## src/rtl/exp_restore_serializer.sv

```systemverilog
// Adds the common exponent back onto each captured difference lane and streams
// the reconstructed values out one lane per beat, flagging lanes that overflow.

module exp_restore_lane #(
  parameter int EXP_WIDTH  = 9,
  parameter int MANT_WIDTH = 8
) (
  input  logic [EXP_WIDTH-1:0]  diff_i,
  input  logic [EXP_WIDTH-1:0]  sum_i,
  output logic [MANT_WIDTH-1:0] data_o,
  output logic                  ovf_o
);
  logic [EXP_WIDTH-1:0] s;
  assign s      = diff_i + sum_i;
  assign data_o = s[MANT_WIDTH-1:0];
  assign ovf_o  = |s[EXP_WIDTH-1:MANT_WIDTH];
endmodule

module exp_restore_serializer #(
  parameter int NUM_INPUTS = 10,
  parameter int EXP_WIDTH  = 9,
  parameter int MANT_WIDTH = 8,
  parameter int IDX_WIDTH  = 4
) (
  input  logic                            clk,
  input  logic                            rst,
  input  logic                            in_valid,
  output logic                            in_ready,
  input  logic [EXP_WIDTH-1:0]            exp_sum,
  input  logic [NUM_INPUTS*EXP_WIDTH-1:0] exp_bus,
  output logic                            out_valid,
  input  logic                            out_ready,
  output logic [MANT_WIDTH-1:0]           out_data,
  output logic [IDX_WIDTH-1:0]            out_index,
  output logic                            out_ovf,
  output logic                            out_last,
  output logic                            out_err,
  output logic                            busy
);
  typedef enum logic {IDLE, RUN} state_t;

  state_t                          state_q;
  logic [IDX_WIDTH-1:0]            idx_q, idx_d;
  logic [NUM_INPUTS*EXP_WIDTH-1:0] bus_q;
  logic [EXP_WIDTH-1:0]            sum_q;
  logic                            err_q, err_d;

  logic [NUM_INPUTS-1:0][MANT_WIDTH-1:0] lane_data;
  logic [NUM_INPUTS-1:0]                 lane_ovf;
  logic [MANT_WIDTH-1:0]                 cur_data;
  logic                                  cur_ovf, run, last;

  for (genvar g = 0; g < NUM_INPUTS; g++) begin : g_lane
    exp_restore_lane #(.EXP_WIDTH(EXP_WIDTH), .MANT_WIDTH(MANT_WIDTH)) u_lane (
      .diff_i (bus_q[g*EXP_WIDTH +: EXP_WIDTH]),
      .sum_i  (sum_q),
      .data_o (lane_data[g]),
      .ovf_o  (lane_ovf[g])
    );
  end

  // Explicit compare-mux keeps unreachable idx codes from indexing past the lane array.
  always_comb begin
    cur_data = '0;
    cur_ovf  = 1'b0;
    for (int i = 0; i < NUM_INPUTS; i++) begin
      if (idx_q == IDX_WIDTH'(i)) begin
        cur_data = lane_data[i];
        cur_ovf  = lane_ovf[i];
      end
    end
  end

  assign run  = (state_q == RUN);
  assign last = (idx_q == IDX_WIDTH'(NUM_INPUTS-1));

  assign idx_d = last ? '0 : idx_q + IDX_WIDTH'(1);
  assign err_d = err_q | cur_ovf;

  always_ff @(posedge clk or posedge rst) begin
    if (rst) begin
      state_q <= IDLE;
      idx_q   <= '0;
      bus_q   <= '0;
      sum_q   <= '0;
      err_q   <= 1'b0;
    end else begin
      case (state_q)
        IDLE: if (in_valid) begin
          bus_q   <= exp_bus;
          sum_q   <= exp_sum;
          idx_q   <= '0;
          err_q   <= 1'b0;
          state_q <= RUN;
        end
        RUN: if (out_ready) begin
          err_q <= err_d;
          idx_q <= idx_d;
          if (last) state_q <= IDLE;
        end
        default: state_q <= IDLE;
      endcase
    end
  end

  assign in_ready  = ~run;
  assign out_valid = run;
  assign busy      = run;
  assign out_index = idx_q;
  assign out_data  = run ? cur_data : '0;
  assign out_ovf   = run & cur_ovf;
  assign out_last  = run & last;
  assign out_err   = run & last & (err_q | cur_ovf);
endmodule

```

## config.mk

```make
export PLATFORM = sky130hd
export DESIGN_NAME = exp_restore_serializer
export DESIGN_NICKNAME = d
export VERILOG_FILES = /design/src/rtl/exp_restore_serializer.sv
export SDC_FILE = /design/constraint.sdc
export NUM_CORES = 1
export LEC_CHECK = 0
export CAP_MARGIN = 20
export CORE_MARGIN = 8
export CORE_UTILIZATION = 35
export CTS_CLUSTER_SIZE = 28
export DETAILED_ROUTE_END_ITERATION = 7
export GPL_TIMING_DRIVEN = 0
export PLACE_DENSITY = 0.65
export SYNTH_ARGS = -nofsm -noshare
export SYNTH_HDL_FRONTEND = slang
export SYNTH_SLANG_ARGS = --single-unit
```

## constraint.sdc

```tcl
create_clock -name clk -period 8.35 [get_ports clk]
set_clock_uncertainty 0.05 [all_clocks]
set_input_delay 1.67 -clock clk [delete_from_list [all_inputs] [get_ports clk]]
set_output_delay 1.67 -clock clk [all_outputs]
set_load 0.05 [all_outputs]
```

# ---- After elaboration in Yosys (flattened, before gate mapping)
# Index checks and enable logic that the tools add are counted.
dict set report totals {
  reg_bits 105
}
dict set report classes {
  eq_ne 11
  muxes 32
  n_addsub 11
  reduce_logical 3
  n_bitwise 5
}
# cell count
set op_table {}
lappend op_table {{9-bit adder} 10}
lappend op_table {{8-bit 2-to-1 mux} 11}
lappend op_table {{4-bit by 3-bit equality test with 1-bit output, second input constant} 4}
lappend op_table {{1-bit 2-to-1 mux} 15}
lappend op_table {{4-bit 2-to-1 mux} 3}
lappend op_table {{4-bit by 2-bit equality test with 1-bit output, second input constant} 2}
lappend op_table {{4-bit equality test, second input constant} 2}
lappend op_table {{4-bit one-hot mux with 2 select lines} 1}
lappend op_table {{4-bit by 1-bit adder with 4-bit output, second input constant} 1}
lappend op_table {{4-bit by 1-bit equality test with 1-bit output, second input constant} 1}
lappend op_table {{4-bit logical NOT} 1}
lappend op_table {{2-bit inequality test, second input constant} 2}
lappend op_table {{1-bit one-hot mux with 2 select lines} 2}
lappend op_table {{2-bit AND reduction} 2}
lappend op_table {{1-bit bitwise AND} 3}
lappend op_table {{1-bit NOT} 1}
lappend op_table {{1-bit OR} 1}

# ---- Depth between registers and ports, before layout
dict set report depth {
  ltp_word 14
  depth_mapped 10
  depth_no_buf 10
}

# ---- Hierarchy
# Synthesis repeated with hierarchy kept, for this count alone.
dict set report hier_totals {
  cells_unflattened 760
  area_unflattened_um2 8324.2
}
# mod seq_area_each_um2 cells_each area_per_inst_um2 instances
set by_module_without_submodules {}
lappend by_module_without_submodules {exp_restore_serializer 2627.5 350 4870.9 1}
lappend by_module_without_submodules {exp_restore_lane 0.0 41 345.3 10}

# ---- Least setup slack after synthesis
# Ideal clock, no wire load.
dict set report synth_path {
  path_kind {flip-flop to output port}
  start {reg sum_q[1]}
  end {out out_ovf}
  required_ns 6.630
  arrival_time_ns 3.235
  stages_incl_launch_ff 10
  n_path_buf 0
  path_slack_ns 3.395
  cell_sequence {dfrtp_1 inv_1 fa_1 nor2b_1 o31a_1 o2111a_1 a211o_1 a21o_1 a221oi_2 nor3_1}
}
dict set report synth_between {
  elab_chain_cells 12
  elab_cells_between_ends 21
  classes_between {10 x add/sub; 10 x mux; 1 x bitwise}
}
# element line
set synth_rtl {}
lappend synth_rtl {{from (decl)} 45} ;# logic [EXP_WIDTH-1:0] sum_q;
lappend synth_rtl {{from (signal assigned)} 91} ;# sum_q <= exp_sum;
lappend synth_rtl {{9-bit adder} 14} ;# assign s = diff_i + sum_i;
lappend synth_rtl {{1-bit 2-to-1 mux (9 in a row)} 67} ;# if (idx_q == IDX_WIDTH'(i)) begin
lappend synth_rtl {{1-bit 2-to-1 mux *} 67}
lappend synth_rtl {{1-bit bitwise AND *} 111} ;# assign out_ovf = run & cur_ovf;
lappend synth_rtl {{to (decl)} 35} ;# output logic out_ovf,
# Mark *: on every way between the ends. The rest lies on a longest branch, timed or not.

# ---- Final worst setup path
# Same ends and word-level chain as after synthesis.

==> reports/results.tsv <==
stage	metric	value	unit
synthesis	Post-synth ARST share	1.00	
outcome	outcome	finished, final reports clean	
grt	first-pass GRT wire length	38500	um
detailed_routing	Iteration-0 DRC Markers	506	
detailed_routing	vias	6659	
place	HPWL Detailed	19000	um
synthesis	Post-Synthesis Cell Area	8120	um^2
synthesis	EDFF count, synth	0	
synthesis	post-synthesis register bit count	105	
place	DP Worst Slack	2580	ps
final_layout	most common cell after layout, fill and taps aside	clkdlybuf4s50_1	
sta	TNS Setup	0	ps
grt	largest net degree at the start of global routing	69	
place	IO buf count	120	
setup_path	R2R depth	9	
place	GP Congestion	0.898	
synthesis	Synth Flop Type	dfrtp_1	
setup_path	Reg2Reg Launch Point	sum_q[1]	
sta	Worst Slack Setup Final	2220	ps
setup_path	endpoint of the lowest-slack register-to-register path	err_q	
sta	fin crit period	6130	ps
detailed_routing	DR vias/cell	5.50	
synthesis	Yosys top cell area share	0.323	
final_layout	area grow syn2layout	23.0	%
clocking	clock sink count	105	
detailed_routing	average routed wire per standard cell	20.4	um
setup_path	Max FO, Critical Path	18	
setup_path	CP arrival	4410	ps
detailed_routing	antenna-violating nets left	0	
sta	count of pins over their slew limit	0	
sta	Max Clock Freq	0.163	GHz
detailed_routing	Initial DRT Pass Iterations	5	
detailed_routing	Post-Route WL	24700	um
grt	number of antenna violations at the first check in global routing	0	
hold_path	hold path endpoint	bus_q[88]	
job	max cap viols	0	
clocking	Worst-Skew Late Latency	360	ps
grt	Congestion Overflow GR	0	
clocking	clk root buf	clkbuf_16	
floorplan	Site Rows	55	
setup_path	Crit Path Class	reg2out	
synthesis	synthesized net count	983	
synthesis	top post-synthesis cells by area	dfrtp_1 (32%), mux2_2 (13%), ha_1 (12%)	
clocking	H-tree Lvls	3	
floorplan	starting density of the core	0.358	
final_layout	FILL cells	2191	
clocking	CTS Buffer Depth	2	
floorplan	die extent in x	168	um
setup_path	cell family with most CP delay	buffers and inverters	
grt	Global Route Usage Sum	0.175	
hold_path	HP Start	bus_q[88]	
setup_path	worst setup path startpoint	sum_q[1]	
floorplan	Ports	121	
clocking	CTS Hold Bufs	0	
synthesis	post-synthesis sequential area ratio	0.323	
clocking	cts bufs inserted	9	
clocking	Worst-path clk slew	70	ps
synthesis	post-synthesis cell type with the largest combined area	dfrtp_1	
synthesis	Avg Cell Area, Syn	10.3	um^2
detailed_routing	# DRC	0	
sta	Worst Tran Pin Value	1020	ps
clocking	CTS tree	yes	
setup_path	CP bufs+invs	2	
synthesis	Ys Warns	0	
sta	Final Cycle Share	0.734	
clocking	Post-CTS Setup Repair Bufs	0	
floorplan	Die ar.	28300	um^2
grt	vias in the first global route	6809	
setup_path	worst-path cell chain	inv_1 -> fa_1 -> nor2b_1 -> o31a_1 -> o2111a_1 -> a211o_1 -> a21o_1 -> a221oi_2 -> nor3_1 -> clkdlybuf4s50_1	
final_layout	layout cells sized above 1	0.158	
final_layout	# diodes	0	
sta	max_slew headroom	0.318	
sta	Hold Vio Cnt, Final	0	
setup_path	Startpoint Class	flip-flop	
hold_path	HP Class	reg2reg	
setup_path	slowest stage cell, crit path	dfrtp_1	
setup_path	critical path's largest stage delay	1020	ps
final_layout	nets@finish	1115	
sta	RSZ-0062 raised after global routing	false	
floorplan	Core Area	22700	um^2
final_layout	most frequent cells in the layout	clkdlybuf4s50_1 (120), dfrtp_1 (105), mux2_2 (97)	
setup_path	R2R Setup Slk	4880	ps
sta	Final setup viols	0	
synthesis	Syn Inst Count	790	
synthesis	post-synth cell types	79	
hold_path	Min-Delay Path Depth	1	
clocking	post-CTS sizing	0	
setup_path	CP Capture Type	output port	
floorplan	Die H	168	um
setup_path	CP required	6630	ps
-- worst register-to-register path, cell delays in order, from the launching register on --
cell and delay [ps]:
dfrtp_1 1020, inv_1 330, fa_1 510, nor2b_1 160, o31a_1 180, o31a_1 160, mux2i_1 210, o2111ai_1 270
a221oi_2 350, o32ai_1 130
-- cells by family after synthesis --
logic type,count (synthesis),share of synthesized area
buf+inv,44,0.0273
simple gates,173,0.115
flops,105,0.323
xor+xnor,59,0.0636
mux,105,0.146
fa+ha+maj,90,0.148
compound gates,214,0.177
-- routing by layer --
layer,vias to the layer above,part of all wire,wire length [um],track usage
met3,32,0.057,1410,0.0362
met2,199,0.45,11100,0.274
met4,0,0.020,503,0.0466
met5,-,0,0,0
met1,3211,0.47,11700,0.240
li1,3217,-,-,-
-- per-stage QoR --
step,hold WS [ps],instance area (um^2),std cells,util
after floorplan,422,8120,790,-
after global placement,451,9680,1195,0.426
after detailed placement,454,9710,1196,0.428
after CTS,471,9990,1211,0.440
after global routing,482,9990,1211,0.440
final,468,9990,1211,0.440
-- worst max path at each step --
stage,cells after the start,slack [ps],end
floorplan,9,3400,out_ovf
global placement,2,2110,bus_q[25]
detailed placement,10,2580,out_ovf
CTS,10,2190,out_ovf
global route,10,2040,out_ovf
finish,10,2220,out_ovf
-- cell type report --
| class | count | area (um^2) | share of cell area |
|---|---|---|---|
| clock buffers | 13 | 270 | 0.0270 |
| multi-input cells | 641 | 5280 | 0.528 |
| well taps | 285 | 357 | 0.0357 |
| plain buffers | 24 | 146 | 0.0146 |
| inverters | 20 | 77.6 | 0.00776 |
| flip-flops and latches | 105 | 2630 | 0.263 |
| repair buffers | 121 | 1230 | 0.123 |
| clock inverters | 2 | 12.5 | 0.00125 |
-- synthesized netlist by cell type (7+ instances only) --
library cell and number:
a21o_1 15, xor2_1 24, a21oi_1 43, nor2_1 39, o21ai_0 52, ha_1 80, nor2b_1 15, fa_1 10
a211oi_1 10, o21a_1 15, a221oi_1 7, inv_1 19, nor3_1 14, mux2_2 97, dfrtp_1 105, xnor2_1 35
clkbuf_1 11, nand2_1 37, o31ai_1 8, or3_1 7, nand3_1 10, o22ai_1 8, nand2b_1 14
-- state kept, by name, summed over array words and instances (netlist names) --
signal / cells
out_index: 4
bus_q: 90
sum_q: 9
busy: 1
err_q: 1
Power is left out: the tool's default activity adds up to more than one toggle a clock period on the data nets, which glitch-free logic cannot reach.
